<file path="config.mk">
export PLATFORM = sky130hd
export DESIGN_NAME = mem_bus_arbiter_flat
export DESIGN_NICKNAME = d
export VERILOG_FILES = /design/src/rtl/borb_bus_pkg.sv /design/src/rtl/mem_bus_arbiter_if.sv /design/src/rtl/mem_bus_arbiter_tag_fifo.sv /design/src/rtl/mem_bus_arbiter.sv /design/src/flat_wrapper.sv
export SDC_FILE = /design/constraint.sdc
export NUM_CORES = 1
export LEC_CHECK = 0
export CAP_MARGIN = 20
export CELL_PAD_IN_SITES_DETAIL_PLACEMENT = 0
export CELL_PAD_IN_SITES_GLOBAL_PLACEMENT = 1
export CORE_MARGIN = 5
export CORE_UTILIZATION = 39
export CTS_CLUSTER_SIZE = 28
export DETAILED_ROUTE_END_ITERATION = 12
export HOLD_SLACK_MARGIN = 0.12
export PLACE_DENSITY = 0.81
export SETUP_SLACK_MARGIN = 0.1
export SLEW_MARGIN = 0
export SYNTH_ARGS = -nofsm -noshare
export SYNTH_HDL_FRONTEND = slang
export SYNTH_SLANG_ARGS = --single-unit
</file>
<file path="constraint.sdc">
create_clock -name io_clk -period 4.9 [get_ports io_clk]
set_input_delay 0.735 -clock io_clk [delete_from_list [all_inputs] [get_ports io_clk]]
set_output_delay 0.735 -clock io_clk [all_outputs]
set_load 0.02 [all_outputs]
</file>
<file path="src/rtl/borb_bus_pkg.sv">
// Shared types for the iBus/dBus memory arbiter: request source, tag layout and
// default bus widths.
package borb_bus_pkg;

  localparam int ADDR_W_DEF    = 64;
  localparam int DATA_W_DEF    = 64;
  localparam int ID_W_DEF      = 16;
  localparam int MAX_OUTST_DEF = 4;

  typedef enum logic {
    IBUS = 1'b0,
    DBUS = 1'b1
  } src_e;

  typedef struct packed {
    src_e                  src;
    logic [ADDR_W_DEF-1:0] address;
    logic [ID_W_DEF-1:0]   id;
  } tag_t;

  function automatic src_e other_src(input src_e s);
    return (s == IBUS) ? DBUS : IBUS;
  endfunction

endpackage

</file>
<file path="src/rtl/mem_bus_arbiter_if.sv">
// Bus bundle between the CPU iBus/dBus ports, the arbiter and the memory.
// slave = arbiter view, master = surrounding core + memory view.
interface mem_bus_arbiter_if #(
  parameter int ADDR_W = 64,
  parameter int DATA_W = 64,
  parameter int ID_W   = 16
);
  // Commands use valid/ready: a transfer happens on a cycle where both are 1;
  // the requester holds valid and payload stable until then. Responses are
  // single-cycle valid strobes with no backpressure.
  logic                io_iBus_cmd_valid;
  logic                io_iBus_cmd_ready;
  logic [ADDR_W-1:0]   io_iBus_cmd_payload_address;
  logic [ID_W-1:0]     io_iBus_cmd_payload_id;
  logic                io_iBus_rsp_valid;
  logic [DATA_W-1:0]   io_iBus_rsp_payload_data;
  logic [ADDR_W-1:0]   io_iBus_rsp_payload_address;
  logic [ID_W-1:0]     io_iBus_rsp_payload_id;

  logic                io_dBus_cmd_valid;
  logic                io_dBus_cmd_ready;
  logic [ADDR_W-1:0]   io_dBus_cmd_payload_address;
  logic [DATA_W-1:0]   io_dBus_cmd_payload_data;
  logic [DATA_W/8-1:0] io_dBus_cmd_payload_mask;
  logic                io_dBus_cmd_payload_write;
  logic                io_dBus_rsp_valid;
  logic [DATA_W-1:0]   io_dBus_rsp_payload_data;

  logic                io_mem_cmd_valid;
  logic                io_mem_cmd_ready;
  logic [ADDR_W-1:0]   io_mem_cmd_payload_address;
  logic [DATA_W-1:0]   io_mem_cmd_payload_data;
  logic [DATA_W/8-1:0] io_mem_cmd_payload_mask;
  logic                io_mem_cmd_payload_write;
  logic                io_mem_rsp_valid;
  logic [DATA_W-1:0]   io_mem_rsp_payload_data;

  modport slave (
    input  io_iBus_cmd_valid, io_iBus_cmd_payload_address, io_iBus_cmd_payload_id,
    output io_iBus_cmd_ready, io_iBus_rsp_valid, io_iBus_rsp_payload_data,
    output io_iBus_rsp_payload_address, io_iBus_rsp_payload_id,
    input  io_dBus_cmd_valid, io_dBus_cmd_payload_address, io_dBus_cmd_payload_data,
    input  io_dBus_cmd_payload_mask, io_dBus_cmd_payload_write,
    output io_dBus_cmd_ready, io_dBus_rsp_valid, io_dBus_rsp_payload_data,
    output io_mem_cmd_valid, io_mem_cmd_payload_address, io_mem_cmd_payload_data,
    output io_mem_cmd_payload_mask, io_mem_cmd_payload_write,
    input  io_mem_cmd_ready, io_mem_rsp_valid, io_mem_rsp_payload_data
  );

  modport master (
    output io_iBus_cmd_valid, io_iBus_cmd_payload_address, io_iBus_cmd_payload_id,
    input  io_iBus_cmd_ready, io_iBus_rsp_valid, io_iBus_rsp_payload_data,
    input  io_iBus_rsp_payload_address, io_iBus_rsp_payload_id,
    output io_dBus_cmd_valid, io_dBus_cmd_payload_address, io_dBus_cmd_payload_data,
    output io_dBus_cmd_payload_mask, io_dBus_cmd_payload_write,
    input  io_dBus_cmd_ready, io_dBus_rsp_valid, io_dBus_rsp_payload_data,
    input  io_mem_cmd_valid, io_mem_cmd_payload_address, io_mem_cmd_payload_data,
    input  io_mem_cmd_payload_mask, io_mem_cmd_payload_write,
    output io_mem_cmd_ready, io_mem_rsp_valid, io_mem_rsp_payload_data
  );

endinterface

</file>
<file path="src/rtl/mem_bus_arbiter_tag_fifo.sv">
// In-order tag FIFO recording who issued each outstanding memory read.
// Storage is write-only-on-push with no reset; pointers and count reset async.
module arb_tag_fifo #(
  parameter int W     = 8,
  parameter int DEPTH = 4,
  localparam int PTR_W = $clog2(DEPTH),
  localparam int CNT_W = PTR_W + 1
) (
  input  logic             clk,
  input  logic             rst_n,
  input  logic             push,
  input  logic [W-1:0]     din,
  input  logic             pop,
  output logic [W-1:0]     dout,
  output logic             full,
  output logic             empty,
  output logic [CNT_W-1:0] count
);

  logic [W-1:0]     mem [DEPTH];
  logic [PTR_W-1:0] wr_ptr;
  logic [PTR_W-1:0] rd_ptr;
  logic             do_push;
  logic             do_pop;

  assign full    = (count == CNT_W'(DEPTH));
  assign empty   = (count == '0);
  // Full blocks a push even if a pop frees a slot in the same cycle.
  assign do_push = push & ~full;
  assign do_pop  = pop & ~empty;
  assign dout    = mem[rd_ptr];

  always_ff @(posedge clk) begin
    if (do_push) mem[wr_ptr] <= din;
  end

  always_ff @(posedge clk or negedge rst_n) begin
    if (!rst_n) begin
      wr_ptr <= '0;
      rd_ptr <= '0;
      count  <= '0;
    end else begin
      if (do_push) wr_ptr <= wr_ptr + 1'b1;
      if (do_pop)  rd_ptr <= rd_ptr + 1'b1;
      case ({do_push, do_pop})
        2'b10:   count <= count + 1'b1;
        2'b01:   count <= count - 1'b1;
        default: count <= count;
      endcase
    end
  end

endmodule

</file>
<file path="src/rtl/mem_bus_arbiter.sv">
// Round-robin arbiter sharing one memory port between iBus and dBus, with an
// in-order tag FIFO steering registered read responses back to their issuer.
module mem_bus_arbiter
  import borb_bus_pkg::*;
#(
  parameter int ADDR_W    = ADDR_W_DEF,
  parameter int DATA_W    = DATA_W_DEF,
  parameter int ID_W      = ID_W_DEF,
  parameter int MAX_OUTST = MAX_OUTST_DEF
) (
  input  logic               io_clk,
  input  logic               io_reset,
  mem_bus_arbiter_if.slave   bus,
  output logic               io_err_spurious
);

  localparam int MASK_W = DATA_W / 8;
  localparam int CNT_W  = $clog2(MAX_OUTST) + 1;

  typedef struct packed {
    src_e              src;
    logic [ADDR_W-1:0] address;
    logic [ID_W-1:0]   id;
  } arb_tag_t;

  localparam int TAG_W = $bits(arb_tag_t);

  src_e       last_grant;
  logic       locked;
  src_e       locked_src;
  logic       i_elig;
  logic       d_elig;
  logic       have_win;
  src_e       win_src;
  logic       handshake;
  logic       push;
  arb_tag_t   push_tag;
  arb_tag_t   head_tag;
  logic       fifo_full;
  logic       fifo_empty;
  logic [CNT_W-1:0] fifo_count;
  logic       rsp_fire;

  logic              irsp_valid;
  logic [DATA_W-1:0] irsp_data;
  logic [ADDR_W-1:0] irsp_addr;
  logic [ID_W-1:0]   irsp_id;
  logic              drsp_valid;
  logic [DATA_W-1:0] drsp_data;

  // A stalled winner keeps the grant (locked) so its payload cannot be swapped
  // out from under the memory before it accepts.
  always_comb begin
    i_elig   = bus.io_iBus_cmd_valid & ~fifo_full;
    d_elig   = bus.io_dBus_cmd_valid & (bus.io_dBus_cmd_payload_write | ~fifo_full);
    have_win = i_elig | d_elig;
    win_src  = IBUS;
    if (locked && ((locked_src == IBUS) ? i_elig : d_elig)) win_src = locked_src;
    else if (i_elig && d_elig)                              win_src = other_src(last_grant);
    else if (d_elig)                                        win_src = DBUS;
  end

  always_comb begin
    bus.io_mem_cmd_valid           = have_win;
    bus.io_mem_cmd_payload_address = '0;
    bus.io_mem_cmd_payload_data    = '0;
    bus.io_mem_cmd_payload_mask    = '0;
    bus.io_mem_cmd_payload_write   = 1'b0;
    bus.io_iBus_cmd_ready          = 1'b0;
    bus.io_dBus_cmd_ready          = 1'b0;
    if (have_win && win_src == IBUS) begin
      bus.io_mem_cmd_payload_address = bus.io_iBus_cmd_payload_address;
      bus.io_mem_cmd_payload_mask    = {MASK_W{1'b1}};
      bus.io_iBus_cmd_ready          = bus.io_mem_cmd_ready;
    end else if (have_win) begin
      bus.io_mem_cmd_payload_address = bus.io_dBus_cmd_payload_address;
      bus.io_mem_cmd_payload_data    = bus.io_dBus_cmd_payload_data;
      bus.io_mem_cmd_payload_mask    = bus.io_dBus_cmd_payload_mask;
      bus.io_mem_cmd_payload_write   = bus.io_dBus_cmd_payload_write;
      bus.io_dBus_cmd_ready          = bus.io_mem_cmd_ready;
    end
  end

  assign handshake = have_win & bus.io_mem_cmd_ready;
  assign push      = handshake & ~((win_src == DBUS) & bus.io_dBus_cmd_payload_write);

  always_comb begin
    push_tag = '0;
    push_tag.src = win_src;
    if (win_src == IBUS) begin
      push_tag.address = bus.io_iBus_cmd_payload_address;
      push_tag.id      = bus.io_iBus_cmd_payload_id;
    end
  end

  arb_tag_fifo #(
    .W     (TAG_W),
    .DEPTH (MAX_OUTST)
  ) u_tag_fifo (
    .clk   (io_clk),
    .rst_n (io_reset),
    .push  (push),
    .din   (push_tag),
    .pop   (rsp_fire),
    .dout  (head_tag),
    .full  (fifo_full),
    .empty (fifo_empty),
    .count (fifo_count)
  );

  assign rsp_fire = bus.io_mem_rsp_valid & ~fifo_empty;

  always_ff @(posedge io_clk or negedge io_reset) begin
    if (!io_reset) begin
      last_grant <= DBUS;
      locked     <= 1'b0;
      locked_src <= IBUS;
    end else begin
      if (handshake) last_grant <= win_src;
      locked     <= have_win & ~bus.io_mem_cmd_ready;
      locked_src <= win_src;
    end
  end

  always_ff @(posedge io_clk or negedge io_reset) begin
    if (!io_reset) begin
      irsp_valid      <= 1'b0;
      irsp_data       <= '0;
      irsp_addr       <= '0;
      irsp_id         <= '0;
      drsp_valid      <= 1'b0;
      drsp_data       <= '0;
      io_err_spurious <= 1'b0;
    end else begin
      irsp_valid <= rsp_fire & (head_tag.src == IBUS);
      drsp_valid <= rsp_fire & (head_tag.src == DBUS);
      if (rsp_fire && head_tag.src == IBUS) begin
        irsp_data <= bus.io_mem_rsp_payload_data;
        irsp_addr <= head_tag.address;
        irsp_id   <= head_tag.id;
      end
      if (rsp_fire && head_tag.src == DBUS) drsp_data <= bus.io_mem_rsp_payload_data;
      // A response with nothing outstanding is dropped and flagged until reset.
      if (bus.io_mem_rsp_valid && fifo_count == '0) io_err_spurious <= 1'b1;
    end
  end

  assign bus.io_iBus_rsp_valid           = irsp_valid;
  assign bus.io_iBus_rsp_payload_data    = irsp_data;
  assign bus.io_iBus_rsp_payload_address = irsp_addr;
  assign bus.io_iBus_rsp_payload_id      = irsp_id;
  assign bus.io_dBus_rsp_valid           = drsp_valid;
  assign bus.io_dBus_rsp_payload_data    = drsp_data;

endmodule

</file>
<file path="src/flat_wrapper.sv">
// flat-port wrapper written by rule: the top's interface ports become plain ports
module mem_bus_arbiter_flat import borb_bus_pkg::*;
#(
  parameter int ADDR_W    = ADDR_W_DEF,
  parameter int DATA_W    = DATA_W_DEF,
  parameter int ID_W      = ID_W_DEF,
  parameter int MAX_OUTST = MAX_OUTST_DEF
)
  (io_clk, io_reset, io_err_spurious, bus_io_iBus_cmd_valid, bus_io_iBus_cmd_payload_address, bus_io_iBus_cmd_payload_id, bus_io_iBus_cmd_ready, bus_io_iBus_rsp_valid, bus_io_iBus_rsp_payload_data, bus_io_iBus_rsp_payload_address, bus_io_iBus_rsp_payload_id, bus_io_dBus_cmd_valid, bus_io_dBus_cmd_payload_address, bus_io_dBus_cmd_payload_data, bus_io_dBus_cmd_payload_mask, bus_io_dBus_cmd_payload_write, bus_io_dBus_cmd_ready, bus_io_dBus_rsp_valid, bus_io_dBus_rsp_payload_data, bus_io_mem_cmd_valid, bus_io_mem_cmd_payload_address, bus_io_mem_cmd_payload_data, bus_io_mem_cmd_payload_mask, bus_io_mem_cmd_payload_write, bus_io_mem_cmd_ready, bus_io_mem_rsp_valid, bus_io_mem_rsp_payload_data);
  mem_bus_arbiter_if #(.ADDR_W(ADDR_W), .DATA_W(DATA_W), .ID_W(ID_W)) bus_i ();
  input  logic io_clk;
  input  logic io_reset;
  output logic io_err_spurious;
  input wire logic [$bits(bus_i.io_iBus_cmd_valid)-1:0] bus_io_iBus_cmd_valid;
  input wire logic [$bits(bus_i.io_iBus_cmd_payload_address)-1:0] bus_io_iBus_cmd_payload_address;
  input wire logic [$bits(bus_i.io_iBus_cmd_payload_id)-1:0] bus_io_iBus_cmd_payload_id;
  output wire logic [$bits(bus_i.io_iBus_cmd_ready)-1:0] bus_io_iBus_cmd_ready;
  output wire logic [$bits(bus_i.io_iBus_rsp_valid)-1:0] bus_io_iBus_rsp_valid;
  output wire logic [$bits(bus_i.io_iBus_rsp_payload_data)-1:0] bus_io_iBus_rsp_payload_data;
  output wire logic [$bits(bus_i.io_iBus_rsp_payload_address)-1:0] bus_io_iBus_rsp_payload_address;
  output wire logic [$bits(bus_i.io_iBus_rsp_payload_id)-1:0] bus_io_iBus_rsp_payload_id;
  input wire logic [$bits(bus_i.io_dBus_cmd_valid)-1:0] bus_io_dBus_cmd_valid;
  input wire logic [$bits(bus_i.io_dBus_cmd_payload_address)-1:0] bus_io_dBus_cmd_payload_address;
  input wire logic [$bits(bus_i.io_dBus_cmd_payload_data)-1:0] bus_io_dBus_cmd_payload_data;
  input wire logic [$bits(bus_i.io_dBus_cmd_payload_mask)-1:0] bus_io_dBus_cmd_payload_mask;
  input wire logic [$bits(bus_i.io_dBus_cmd_payload_write)-1:0] bus_io_dBus_cmd_payload_write;
  output wire logic [$bits(bus_i.io_dBus_cmd_ready)-1:0] bus_io_dBus_cmd_ready;
  output wire logic [$bits(bus_i.io_dBus_rsp_valid)-1:0] bus_io_dBus_rsp_valid;
  output wire logic [$bits(bus_i.io_dBus_rsp_payload_data)-1:0] bus_io_dBus_rsp_payload_data;
  output wire logic [$bits(bus_i.io_mem_cmd_valid)-1:0] bus_io_mem_cmd_valid;
  output wire logic [$bits(bus_i.io_mem_cmd_payload_address)-1:0] bus_io_mem_cmd_payload_address;
  output wire logic [$bits(bus_i.io_mem_cmd_payload_data)-1:0] bus_io_mem_cmd_payload_data;
  output wire logic [$bits(bus_i.io_mem_cmd_payload_mask)-1:0] bus_io_mem_cmd_payload_mask;
  output wire logic [$bits(bus_i.io_mem_cmd_payload_write)-1:0] bus_io_mem_cmd_payload_write;
  input wire logic [$bits(bus_i.io_mem_cmd_ready)-1:0] bus_io_mem_cmd_ready;
  input wire logic [$bits(bus_i.io_mem_rsp_valid)-1:0] bus_io_mem_rsp_valid;
  input wire logic [$bits(bus_i.io_mem_rsp_payload_data)-1:0] bus_io_mem_rsp_payload_data;
  assign bus_i.io_iBus_cmd_valid = bus_io_iBus_cmd_valid;
  assign bus_i.io_iBus_cmd_payload_address = bus_io_iBus_cmd_payload_address;
  assign bus_i.io_iBus_cmd_payload_id = bus_io_iBus_cmd_payload_id;
  assign bus_io_iBus_cmd_ready = bus_i.io_iBus_cmd_ready;
  assign bus_io_iBus_rsp_valid = bus_i.io_iBus_rsp_valid;
  assign bus_io_iBus_rsp_payload_data = bus_i.io_iBus_rsp_payload_data;
  assign bus_io_iBus_rsp_payload_address = bus_i.io_iBus_rsp_payload_address;
  assign bus_io_iBus_rsp_payload_id = bus_i.io_iBus_rsp_payload_id;
  assign bus_i.io_dBus_cmd_valid = bus_io_dBus_cmd_valid;
  assign bus_i.io_dBus_cmd_payload_address = bus_io_dBus_cmd_payload_address;
  assign bus_i.io_dBus_cmd_payload_data = bus_io_dBus_cmd_payload_data;
  assign bus_i.io_dBus_cmd_payload_mask = bus_io_dBus_cmd_payload_mask;
  assign bus_i.io_dBus_cmd_payload_write = bus_io_dBus_cmd_payload_write;
  assign bus_io_dBus_cmd_ready = bus_i.io_dBus_cmd_ready;
  assign bus_io_dBus_rsp_valid = bus_i.io_dBus_rsp_valid;
  assign bus_io_dBus_rsp_payload_data = bus_i.io_dBus_rsp_payload_data;
  assign bus_io_mem_cmd_valid = bus_i.io_mem_cmd_valid;
  assign bus_io_mem_cmd_payload_address = bus_i.io_mem_cmd_payload_address;
  assign bus_io_mem_cmd_payload_data = bus_i.io_mem_cmd_payload_data;
  assign bus_io_mem_cmd_payload_mask = bus_i.io_mem_cmd_payload_mask;
  assign bus_io_mem_cmd_payload_write = bus_i.io_mem_cmd_payload_write;
  assign bus_i.io_mem_cmd_ready = bus_io_mem_cmd_ready;
  assign bus_i.io_mem_rsp_valid = bus_io_mem_rsp_valid;
  assign bus_i.io_mem_rsp_payload_data = bus_io_mem_rsp_payload_data;
  mem_bus_arbiter #(.ADDR_W(ADDR_W), .DATA_W(DATA_W), .ID_W(ID_W), .MAX_OUTST(MAX_OUTST)) u_core (.io_clk(io_clk), .io_reset(io_reset), .bus(bus_i), .io_err_spurious(io_err_spurious));
endmodule
</file>
==> flow_summary.toml <==
[clock_network]
cts_sinks = 545
h-tree-depth = 2
clkSlewWorstSetupHoldPaths_ns = 0.06
numCtsBuffers = 54
clk_latency_ns = 0.59
cts-root-buf = "clkbuf_16"
cts_max_path_buffers = 3
cts_tree = "built"
hold_buffers = 0

[synth]
synth_cell_types = 38
synth_cells = 1323
synth-seq-area-share = 0.6889
syn_nets = 1616
synth-seq-cells = 545
postSynthAreaPerCell_um2 = 16.75
yosys_warnings = 0
yosys_most_used_dff = "edfxtp_1"
synth_edf_count = 324
async_flop_share = 0.4055
netlist_area_mm2 = 0.02215

[timing]
slew_viol_final = 0
period_minus_slack_ns = 4.503
slew_headroom = 0.2653
skew_ns = 0.01614
tns_ns = 0
period_share = 0.9190
hold_ws_ns = 0.1276
hold_viol = 0
worst_pin_slew_ns = 1.097
setup_viol = 0
rsz0062_at_grt = "no"
fmax_mhz = 222.1

[power_and_ir_drop]
pwr-share-comb = 0.424
internal_power_w = 0.01262
pwr-share-seq = 0.364
netSwitchingFraction = 0.3400
leakage_nw = 11.54
max-vdd-ir-drop_mv = 0.3365
clock_power_share = 0.212
p_per_area_mw_per_mm2 = 614.8
p_switching_w = 0.006501

[finish]
final_cells = 2761
nets = 2237
synthToLayoutAreaGrowth_pct = 40.39
postLayoutCoreUtil = 0.5527
drive_above_1_share = 0.1982
finalInstanceArea_mm2 = 0.03110

[global_route]
antenna_found_initial = 21
overflow = 0
grt_pass1_vias = 15402
grt_max_degree = 117
grtUsageTotal = 0.2338
grt_pass1_wl_um = 104400

[placed_design]
dp_hpwl_um = 54230
gp_congestion = 1.020
place_area_mm2 = 0.02929
dp.cells = 2644
port_buffers = 637

[run_status]
outcome = "complete, no violations"

[setup_path]
critPathKind = "reg2out"
path_max_fanout = 37
cp.required_ns = 4.16
start_kind = "register"
critPathCaptureType = "primary output"
arrival_ns = 3.77

[drt]
drtIter0Drc = 714
viasPerCell = 5.144
firstDrtPassIters = 5
routedWlPerCell_um = 26.97
vias = 14202
ant_nets = 0
drc = 0
routed_wl_um = 74460

[floorplanning]
io_pins = 638
die_area_mm2 = 0.06167
die_w_um = 248.3
num_rows = 87
die_y_um = 248.3
start_util = 0.3937
coreArea_mm2 = 0.05628

[min_path]
hp-class = "in2async"

[run]
drv_cap = 0
[routing by layer]
| metal | part of all wire | vias to the layer above | wire (µm) | global-route usage |
|---|---|---|---|---|
| met3 | 0.087 | 148 | 6514 | 0.07886 |
| met4 | 0.064 | 8 | 4794 | 0.1422 |
| met1 | 0.35 | 7196 | 25840 | 0.2511 |
| met5 | 0.00067 | - | 50 | 0 |
| li1 | - | 6235 | - | - |
| met2 | 0.50 | 615 | 37270 | 0.4000 |
[cell families (layout without fill, tap and decap cells)]
group	count (synthesis)	after routing	share of synthesized area
and+or+nand+nor	294	294	0.07201
DFF	545	545	0.6889
adders and majority gates	6	6	0.003728
xor gates and xnor gates	6	6	0.002372
muxes	291	291	0.1890
AOI/OAI and AO/OA	79	79	0.01971
buffers and inverters	102	767	0.02429
other	0	17	0
[final timing paths]
kind / cells past startpoint / slack, ns / from / endpoint
max in group asynchronous: 2 / 3.59 / io_reset / u_core.u_tag_fifo.rd_ptr[1]$_DFFE_PN0P_
hold reg to reg: 1 / 0.47 / u_core.io_err_spurious$_DFFE_PN0P_ / u_core.io_err_spurious$_DFFE_PN0P_
min in group io_clk: 1 / 0.47 / u_core.io_err_spurious$_DFFE_PN0P_ / u_core.io_err_spurious$_DFFE_PN0P_
setup reg to reg: 5 / 1.88 / u_core.last_grant$_DFFE_PN1N_ / u_core.u_tag_fifo.mem[0][69]$_DFFE_PP_
setup / recovery: 7 / 0.40 / u_core.u_tag_fifo.count[0]$_DFFE_PN0P_ / bus_io_mem_cmd_payload_address[63]
hold / removal: 1 / 0.13 / io_reset / u_core.bus.io_iBus_rsp_payload_address[27]$_DFFE_PN0P_
[synth_stat cells (all sizes together) (2+ instances only)]
cell	instances	area (µm²)
nand2	69	266.5
nand3	64	320.3
mux2	209	2354
o21ai	64	320.3
a21o	2	15.01
ha	5	62.56
inv	10	37.53
o21a	9	67.56
nor2b	3	18.77
clkbuf	38	145.1
xor2	2	17.52
and3	65	406.6
mux4	81	1824
buf	54	355.3
and2	86	538.0
edfxtp	324	9729
xnor2	4	35.03
nor2	3	18.77
nand2b	2	12.51
dfrtp	220	5505
[flip-flops by register name, indices dropped and copies added (netlist names)]
register                                flops
u_core.bus.io_dBus_rsp_payload_data        64
u_core.bus.io_dBus_rsp_valid                1
u_core.bus.io_iBus_rsp_payload_address     64
u_core.bus.io_iBus_rsp_payload_data        64
u_core.bus.io_iBus_rsp_payload_id          16
u_core.bus.io_iBus_rsp_valid                1
u_core.io_err_spurious                      1
u_core.last_grant                           1
u_core.locked                               1
u_core.locked_src                           1
u_core.u_tag_fifo.count                     3
u_core.u_tag_fifo.mem                     324
u_core.u_tag_fifo.rd_ptr                    2
u_core.u_tag_fifo.wr_ptr                    2
[timing repair]
item                                    4_1_cts  5_1_grt
endpoints found under the setup margin        0       23
gates resized for setup                       0        1
setup buffers                                 0        0
[worst max-delay path, stage by stage (launching register included)]
cell	delay, ns
dfrtp_1	0.42
or3b_1	0.55
o211ai_4	0.51
nand2_8	0.32
inv_2	0.13
buf_4	0.43
o21ai_0	0.18
clkdlybuf4s50_1	0.59
[per-stage QoR]
step	setup WS [ns]	total power, W
after CTS	0.2463	0.01937
after global placement	0.7099	0.01510
final	0.3967	0.01912
after floorplan	1.296	0.01141
after global routing	0.1760	0.02006
after detailed placement	0.6213	0.01527
[power by group through the flow]
stage               combinational (W)  sequential [W]  clock (W)
floorplan                     0.00345         0.00797          0
global placement              0.00811         0.00700          0
detailed placement            0.00820         0.00707          0
CTS                           0.00823         0.00698    0.00416
global route                  0.00858         0.00713    0.00436
finish                        0.00810         0.00697    0.00405
[area by class of cell]
| cell class | count | area, µm² |
|---|---|---|
| Antenna cell | 17 | 42.54 |
| Sequential cell | 545 | 15270 |
| Timing Repair Buffer | 657 | 6644 |
| Multi-Input combinational cell | 676 | 6401 |
| Clock inverter | 17 | 127.6 |
| Fill cell | 4487 | 25180 |
| Tap cell | 756 | 945.9 |
| Inverter | 10 | 37.54 |
| Clock buffer | 83 | 1635 |
[cell usage in the layout, fill, tap and decap left out, drive strengths merged, types with 11 or more instances in the layout]
master	count
and2	86
clkdlybuf4s50	631
nand3	64
clkbuf	83
and3	65
o21ai	64
inv	11
buf	26
edfxtp	324
mux2	209
diode	17
dfrtp	220
mux4	81
clkinv	12
nand2	69
Power figures use the tool's default switching activity.
